<file path="src/rtl/mem_copy_engine.sv">
`default_nettype none
// ============================================================================
//  Module      : mem_copy_engine
//  Description : Byte-wide block copy master for the data_mem port. Reads len
//                bytes from an ascending source region and writes them to an
//                ascending destination region, one byte per RD/(WT)/WR pass.
//  Revision    : 1.0 - initial release
// ============================================================================
module mem_copy_engine #(
    parameter int READ_LAT = 1
) (
    input  logic       clk,
    input  logic       rst_n,
    input  logic       start,
    input  logic [7:0] src_addr,
    input  logic [7:0] dst_addr,
    input  logic [7:0] len,
    output logic       busy,
    output logic       done,
    output logic [7:0] mem_addr,
    output logic [7:0] mem_wdata,
    output logic       mem_r_w,
    input  logic [7:0] mem_rdata
);

    localparam logic [2:0] c_idle = 3'd0;
    localparam logic [2:0] c_rd   = 3'd1;
    localparam logic [2:0] c_wt   = 3'd2;
    localparam logic [2:0] c_wr   = 3'd3;
    localparam logic [2:0] c_fin  = 3'd4;

    logic [2:0] r_state;
    logic [2:0] w_state_nxt;

    logic [7:0] r_src;
    logic [7:0] r_dst;
    logic [7:0] r_len;
    logic [7:0] r_idx;
    logic [7:0] r_buf;

    logic       r_busy;
    logic       r_done;
    logic       r_mem_r_w;
    logic [7:0] r_mem_addr;

    logic       w_busy_nxt;
    logic       w_done_nxt;
    logic       w_mem_r_w_nxt;
    logic [7:0] w_mem_addr_nxt;

    logic       w_accept;
    logic [7:0] w_idx_inc;

    assign w_accept  = (r_state == c_idle) && start && (len != 8'd0);
    assign w_idx_inc = r_idx + 8'd1;

    // The write data bus is the byte buffer itself; it only changes on entry
    // to WR, so it naturally holds its last value in IDLE and FIN.
    assign busy      = r_busy;
    assign done      = r_done;
    assign mem_r_w   = r_mem_r_w;
    assign mem_addr  = r_mem_addr;
    assign mem_wdata = r_buf;

    // State register together with the registered outputs
    always_ff @(posedge clk) begin
        if (!rst_n) begin
            r_state    <= c_idle;
            r_busy     <= 1'b0;
            r_done     <= 1'b0;
            r_mem_r_w  <= 1'b0;
            r_mem_addr <= 8'h00;
        end else begin
            r_state    <= w_state_nxt;
            r_busy     <= w_busy_nxt;
            r_done     <= w_done_nxt;
            r_mem_r_w  <= w_mem_r_w_nxt;
            r_mem_addr <= w_mem_addr_nxt;
        end
    end

    // Next-state decode; WT is skipped entirely for a zero-latency memory
    always_comb begin
        w_state_nxt = r_state;
        case (r_state)
            c_idle: begin
                if (start) begin
                    w_state_nxt = (len != 8'd0) ? c_rd : c_fin;
                end
            end
            c_rd:    w_state_nxt = (READ_LAT == 0) ? c_wr : c_wt;
            c_wt:    w_state_nxt = c_wr;
            c_wr:    w_state_nxt = (w_idx_inc == r_len) ? c_fin : c_rd;
            c_fin:   w_state_nxt = c_idle;
            default: w_state_nxt = c_idle;
        endcase
    end

    // Output decode from the upcoming state so every output is a flop
    always_comb begin
        w_busy_nxt     = (w_state_nxt == c_rd) || (w_state_nxt == c_wt) ||
                         (w_state_nxt == c_wr);
        w_done_nxt     = (w_state_nxt == c_fin);
        w_mem_r_w_nxt  = (w_state_nxt == c_wr);
        w_mem_addr_nxt = r_mem_addr;
        case (w_state_nxt)
            // RD is entered either fresh from IDLE (index 0) or from WR
            // with the index about to advance.
            c_rd:    w_mem_addr_nxt = (r_state == c_idle) ? src_addr
                                                          : (r_src + w_idx_inc);
            c_wr:    w_mem_addr_nxt = r_dst + r_idx;
            default: w_mem_addr_nxt = r_mem_addr;
        endcase
    end

    // Copy context: latched on acceptance, index advances after each write,
    // read data captured on the edge that enters WR
    always_ff @(posedge clk) begin
        if (!rst_n) begin
            r_src <= 8'h00;
            r_dst <= 8'h00;
            r_len <= 8'h00;
            r_idx <= 8'h00;
            r_buf <= 8'h00;
        end else begin
            if (w_accept) begin
                r_src <= src_addr;
                r_dst <= dst_addr;
                r_len <= len;
                r_idx <= 8'h00;
            end else if ((r_state == c_wr) && (w_state_nxt == c_rd)) begin
                r_idx <= w_idx_inc;
            end
            if (w_state_nxt == c_wr) begin
                r_buf <= mem_rdata;
            end
        end
    end

endmodule
`default_nettype wire
</file>
<file path="config.mk">
export PLATFORM = sky130hd
export DESIGN_NAME = mem_copy_engine
export DESIGN_NICKNAME = d
export VERILOG_FILES = /design/src/rtl/mem_copy_engine.sv
export SDC_FILE = /design/constraint.sdc
export NUM_CORES = 1
export LEC_CHECK = 0
export CORE_ASPECT_RATIO = 0.9
export CORE_MARGIN = 4
export CORE_UTILIZATION = 55
export DETAILED_ROUTE_END_ITERATION = 7
export PLACE_DENSITY = 0.91
export SLEW_MARGIN = 20
export SYNTH_ARGS = -nofsm -noshare
export SYNTH_HDL_FRONTEND = slang
export SYNTH_SLANG_ARGS = --single-unit
</file>
<file path="constraint.sdc">
create_clock -name clk -period 6 [get_ports clk]
set_input_delay 0.6 -clock clk [delete_from_list [all_inputs] [get_ports clk]]
set_output_delay 0.6 -clock clk [all_outputs]
set_load 0.01 [all_outputs]
</file>
# == Word level (Yosys, flattened, before mapping) ==
# Cells that the tools add are included.
# op_classes
n_addsub,3
mul,0
n_div,0
n_lt_le_gt_ge,0
eq_ne,8
n_shift,0
n_mux,6
bitwise_logic,1
reduce_logical,9
# op_table
op,count
$add A8 B8 Y8,2
$pmux W8 S2,1
$eq A3 B2 Y1 const B,4
$pmux W3 S4,1
$mux W3,3
$add A8 B1 Y8 const B,1
$eq A8 B8 Y1,1
$mux W8,1
$reduce_bool A8 Y1,1
$eq A3 B1 Y1 const B,2
$eq A3 B3 Y1 const B,1
$logic_and A1 B1 Y1,3
$logic_not A3 Y1,1
$logic_or A1 B1 Y1,2
$reduce_bool A2 Y1,1
$reduce_or A2 Y1,1
$not A1 Y1,1
# totals
ff_bits,54
latchBits,0
ram_bits,0
rom_bits,0
inputBits,35
out_inout_bits,19
wordCells,37
n_memories,0

# == Logic depth before layout (Yosys ltp) ==
# depth
depth_word,7
depth_mapped,10
ltp_nobuf,10

# == Worst setup path before layout ==
# Ideal clock, no wire load.
# synth_path
path_kind,flip-flop to flip-flop
startpoint,register r_idx[0]
endpoint,"register r_mem_addr[6], in the netlist mem_addr[6]"
setup_time_ns,0.125
arrival_ns,2.394
t_required_ns,5.875
slack_ns,3.481
stages_incl_launch_ff,11
n_path_buf,0
period_less_slack_ns,2.519
path_cell_list,dfxtp_1 ha_1 and3_1 xor2_1 ha_1 a21o_1 a221oi_1 xor2_1 o21ai_0 o31ai_1 mux2i_1
# synth_between
elab_chain_cells,6
word_cells_on_any_way,11
classes_between,add/sub (3); eq/ne (3); mux (4); reduce/logical (1)
# synth_rtl
element,line,text
"start, declared",38,logic [7:0] r_idx;
"start signal, assigned",132,r_idx <= w_idx_inc;
$add A8 B1 Y8 (*),55,assign w_idx_inc = r_idx + 8'd1;
net w_idx_inc[4],52,logic [7:0] w_idx_inc;
$eq A8 B8 Y1,93,c_wr: w_state_nxt = (w_idx_inc == r_len) ? c_fin : c_rd;
$mux W3,93,
$pmux W3 S4,85,case (r_state)
$eq A3 B2 Y1 / $eq A3 B1 Y1 (equally long branches),106,case (w_state_nxt)
$pmux W8 S2 / $reduce_bool A2 Y1 (equally long branches),-,
"end signal, assigned",78,r_mem_addr <= w_mem_addr_nxt;
"end, declared",44,logic [7:0] r_mem_addr;
# Mark *: on every way through the listed nets, which the timed path passes. The rest lies on a longest branch.
# A chain may end at the register's enable or synchronous reset.

# == Worst setup path in the final report ==
# layout_path
startpoint,input port len[3]
endpoint,register r_idx[3]
# layout_between
elab_chain_cells,6
word_cells_on_any_way,8
classes_between,eq/ne (1); mux (3); reduce/logical (4)
# layout_rtl
element,line,text
"start, declared",17,"input logic [7:0] len,"
$reduce_bool A8 Y1 (*),"54, 88",
$mux W3,88,w_state_nxt = (len != 8'd0) ? c_rd : c_fin;
$mux W3,87,if (start) begin
$pmux W3 S4,85,
$eq A3 B1 Y1,131,end else if ((r_state == c_wr) && (w_state_nxt == c_rd)) begin
$logic_and A1 B1 Y1,131,
# Mark *: on every way between the ends. The rest lies on a longest branch, timed or not.

==> summary.txt <==
Final layout
  – Number of nets in the layout: 481
  – Final Core Density: 69.3%
  – Fill count: 438
  – Syn-to-layout area delta: 19.8%
  – Ratio of cells with drive above 1 in the final layout: 2.80%
  – N_diodes: 0

Placed design
  – Post-DP HPWL: 5.71 mm
  – RePlAce Congestion: 0.926
  – DP Worst Slack: 2.72 ns
  – Port bufs: 53

Global route
  – Vias in the first global route: 2650
  – M1 GR Usage: 30.7%
  – Initial antenna violation count: 0
  – Largest net degree at the start of global routing: 46
  – Total GRT Usage: 22.6%
  – Global Route met3 Usage: 4.88%
  – GR peak layer: met2
  – First-pass GRT wire length: 12.4 mm
  – Met2 usage in global routing: 36.4%
  – Gr ovfl total: 0

Setup path
  – Worst Setup Path Type: in -> reg
  – CP Max Fanout: 28
  – Required @ worst endpoint: 6.23 ns
  – Startpoint class of the critical path: primary input
  – WP data arrival: 3.33 ns
  – CP Capture Type: register

STA
  – Max Clk Rate: 0.323 GHz
  – Worst setup margin: 2.90 ns
  – Final min period: 3.10 ns
  – Worst-margin pin slew: 0.979 ns
  – Unrepaired setup endpoints after global routing: false
  – Count of final setup violators: 0
  – Worst hold slack: 0.456 ns
  – Rel. slew slack: 34.7%
  – Hold Fails Final Rpt: 0
  – Fin. max-slew vios: 0
  – Tcrit/Tclk final: 51.7%
  – Setup TNS: 0 ns
  – Clock Skews: 0.00454 ns

Logic synthesis
  – Asr flop ratio synth: 0%
  – Synth Register Bits: 54
  – Synth area leaders: dfxtp_1 (35%), nand2_1 (11%), a21oi_1 (6.8%)
  – Sequential fraction of the synthesis area: 34.8%
  – Synth Cell Area: 3110 sq um
  – Gate Count Post-Synth: 389
  – Syn Nets: 441
  – Netlist cell types: 47
  – Ys flop type: dfxtp_1
  – EDFF count, synth: 0
  – Yosys top cell by area: dfxtp_1
  – Syn_area_per_cell: 8.00 sq um
  – Synth warnings: 0
  – Yosys top cell area share: 34.8%

Clock tree
  – Clock Root Buffer: clkbuf_8
  – Skew-Pair Late Insertion Delay: 0.30 ns
  – Clk slew on worst S/H paths: 0.09 ns
  – Post-CTS Resized: 0
  – Setup bufs post-CTS: 0
  – TritonCTS clock tree: done
  – Clk buf depth: 2
  – Hold_buf cts: 0
  – Clk sinks: 54
  – Htree depth: 2
  – Total CTS buffers: 5

Floorplanning
  – Die extent in y: 79.3 um
  – DIE AREA: 6920 sq um
  – Site row count: 25
  – IO Pins: 54
  – Initial Utilization: 57.8%
  – Die Wd: 87.3 um
  – Core Footprint: 5380 sq um

Power
  – PwrDens: 223 nW/um^2
  – LEAKAGE: 1.50 nW
  – Tot Pwr: 830 uW
  – Maximum vdd drop: 0.166 mV

Routing
  – Iter 0 DRT Violations: 214
  – Remaining DRCs: 0
  – DR vias: 2881
  – Drt wl/cell: 15.3 um
  – Post-DR vias/cell: 5.81
  – Initial DRT Pass Iterations: 4
  – Post-Route WL: 7.57 mm
  – Antenna-violating nets left: 0

Outcome
  – Outcome: completed

Min path
  – Hold WC Path Type: reg -> reg

Run
  – Max-cap viol count: 0
## worst paths after layout
kind	from	endpoint	slack (ns)	depth (start not counted)
max reg2reg	r_idx[0]$_SDFFE_PP0P_	mem_addr[1]$_SDFFE_PN0P_	2.94	7
max	len[3]	r_idx[3]$_SDFFE_PP0P_	2.90	7
min reg2reg	mem_wdata[6]$_SDFFE_PN0P_	mem_wdata[6]$_SDFFE_PN0P_	0.46	2
min	mem_wdata[6]$_SDFFE_PN0P_	mem_wdata[6]$_SDFFE_PN0P_	0.46	2
## critical path: stages
cell,delay [ns]
clkdlybuf4s50_1,0.42
nor4_1,0.60
nand2_1,0.20
and3_1,0.54
nor2_1,0.66
nand2_1,0.14
mux2i_1,0.17
## synth_stat cells (2+ instances only)
library cell	number
o211ai_1	3
nand4_1	5
nor4_1	3
or3_1	7
a211oi_1	5
xnor2_1	9
nor2_1	16
o21bai_1	4
a31oi_1	2
dfxtp_1	54
a21oi_1	42
nand3_1	5
o31ai_1	2
and2_1	6
fa_1	2
and4_1	2
clkbuf_1	18
buf_4	3
ha_1	15
o21ai_0	10
a41oi_1	2
o21a_1	2
nor3_1	10
a21o_1	4
inv_1	6
xor2_1	10
a32oi_1	2
nand2_1	92
and3_1	5
nand2b_1	4
mux2i_1	20
or4_1	2
a211o_1	2
a2111oi_2	2
## cell usage in the layout, fill, tap and decap left out, types with 5 or more instances in the layout
cell and count:
nor2_1 16, nand2_1 92, and3_1 5, dfxtp_1 54, a21oi_1 42, ha_1 15, xor2_1 10, nand3_1 5
xnor2_1 9, or3_1 7, clkdlybuf4s50_1 53, nor3_1 10, and2_1 6, inv_1 6, mux2i_1 20, a211oi_1 5
clkbuf_8 5, o21ai_0 10, nand4_1 5
## per-layer routing
| layer | up-vias | wire (um) |
|---|---|---|
| met5 | - | 0 |
| met4 | 0 | 72 |
| met3 | 8 | 688 |
| met2 | 119 | 3490 |
| met1 | 1315 | 3320 |
| li1 | 1439 | - |
## cell families after synthesis
logic type      after synthesis  synth area share [%]
xor+xnor                     20                  6.07
fa+ha+maj                    17                  7.32
mux                          20                  6.44
buf+inv                      29                  3.86
compound gates               88                  18.0
flops                        54                  34.8
simple gates                161                  23.5
## final cells by class
type,count,area [sq um],share of cell area (%)
clock buffer,6,72.6,1.95
inverter,7,26.3,0.705
clock inverter,1,7.51,0.201
multi-input combinational,306,1910,51.2
sequential,54,1080,29.0
tap,67,83.8,2.25
timing repair buffer,55,546,14.6
## power breakdown
part           leakage [nW]  switching (mW)  internal (mW)
combinational          1.02           0.121          0.105
sequential            0.441          0.0235          0.389
clock                0.0373           0.110         0.0802
## sequential cells by signal, summed over array words and instances (netlist names)
| name | flops |
|---|---|
| r_idx | 8 |
| r_state | 3 |
| busy | 1 |
| mem_wdata | 8 |
| done | 1 |
| mem_r_w | 1 |
| mem_addr | 8 |
| r_len | 8 |
| r_dst | 8 |
| r_src | 8 |
## through the flow
step / cells / area, sq um
after floorplan: 389 / 3110
after global placement: 489 / 3650
after detailed placement: 489 / 3650
after CTS: 496 / 3730
after global routing: 496 / 3730
final: 496 / 3730
Power figures use the tool's default switching activity.
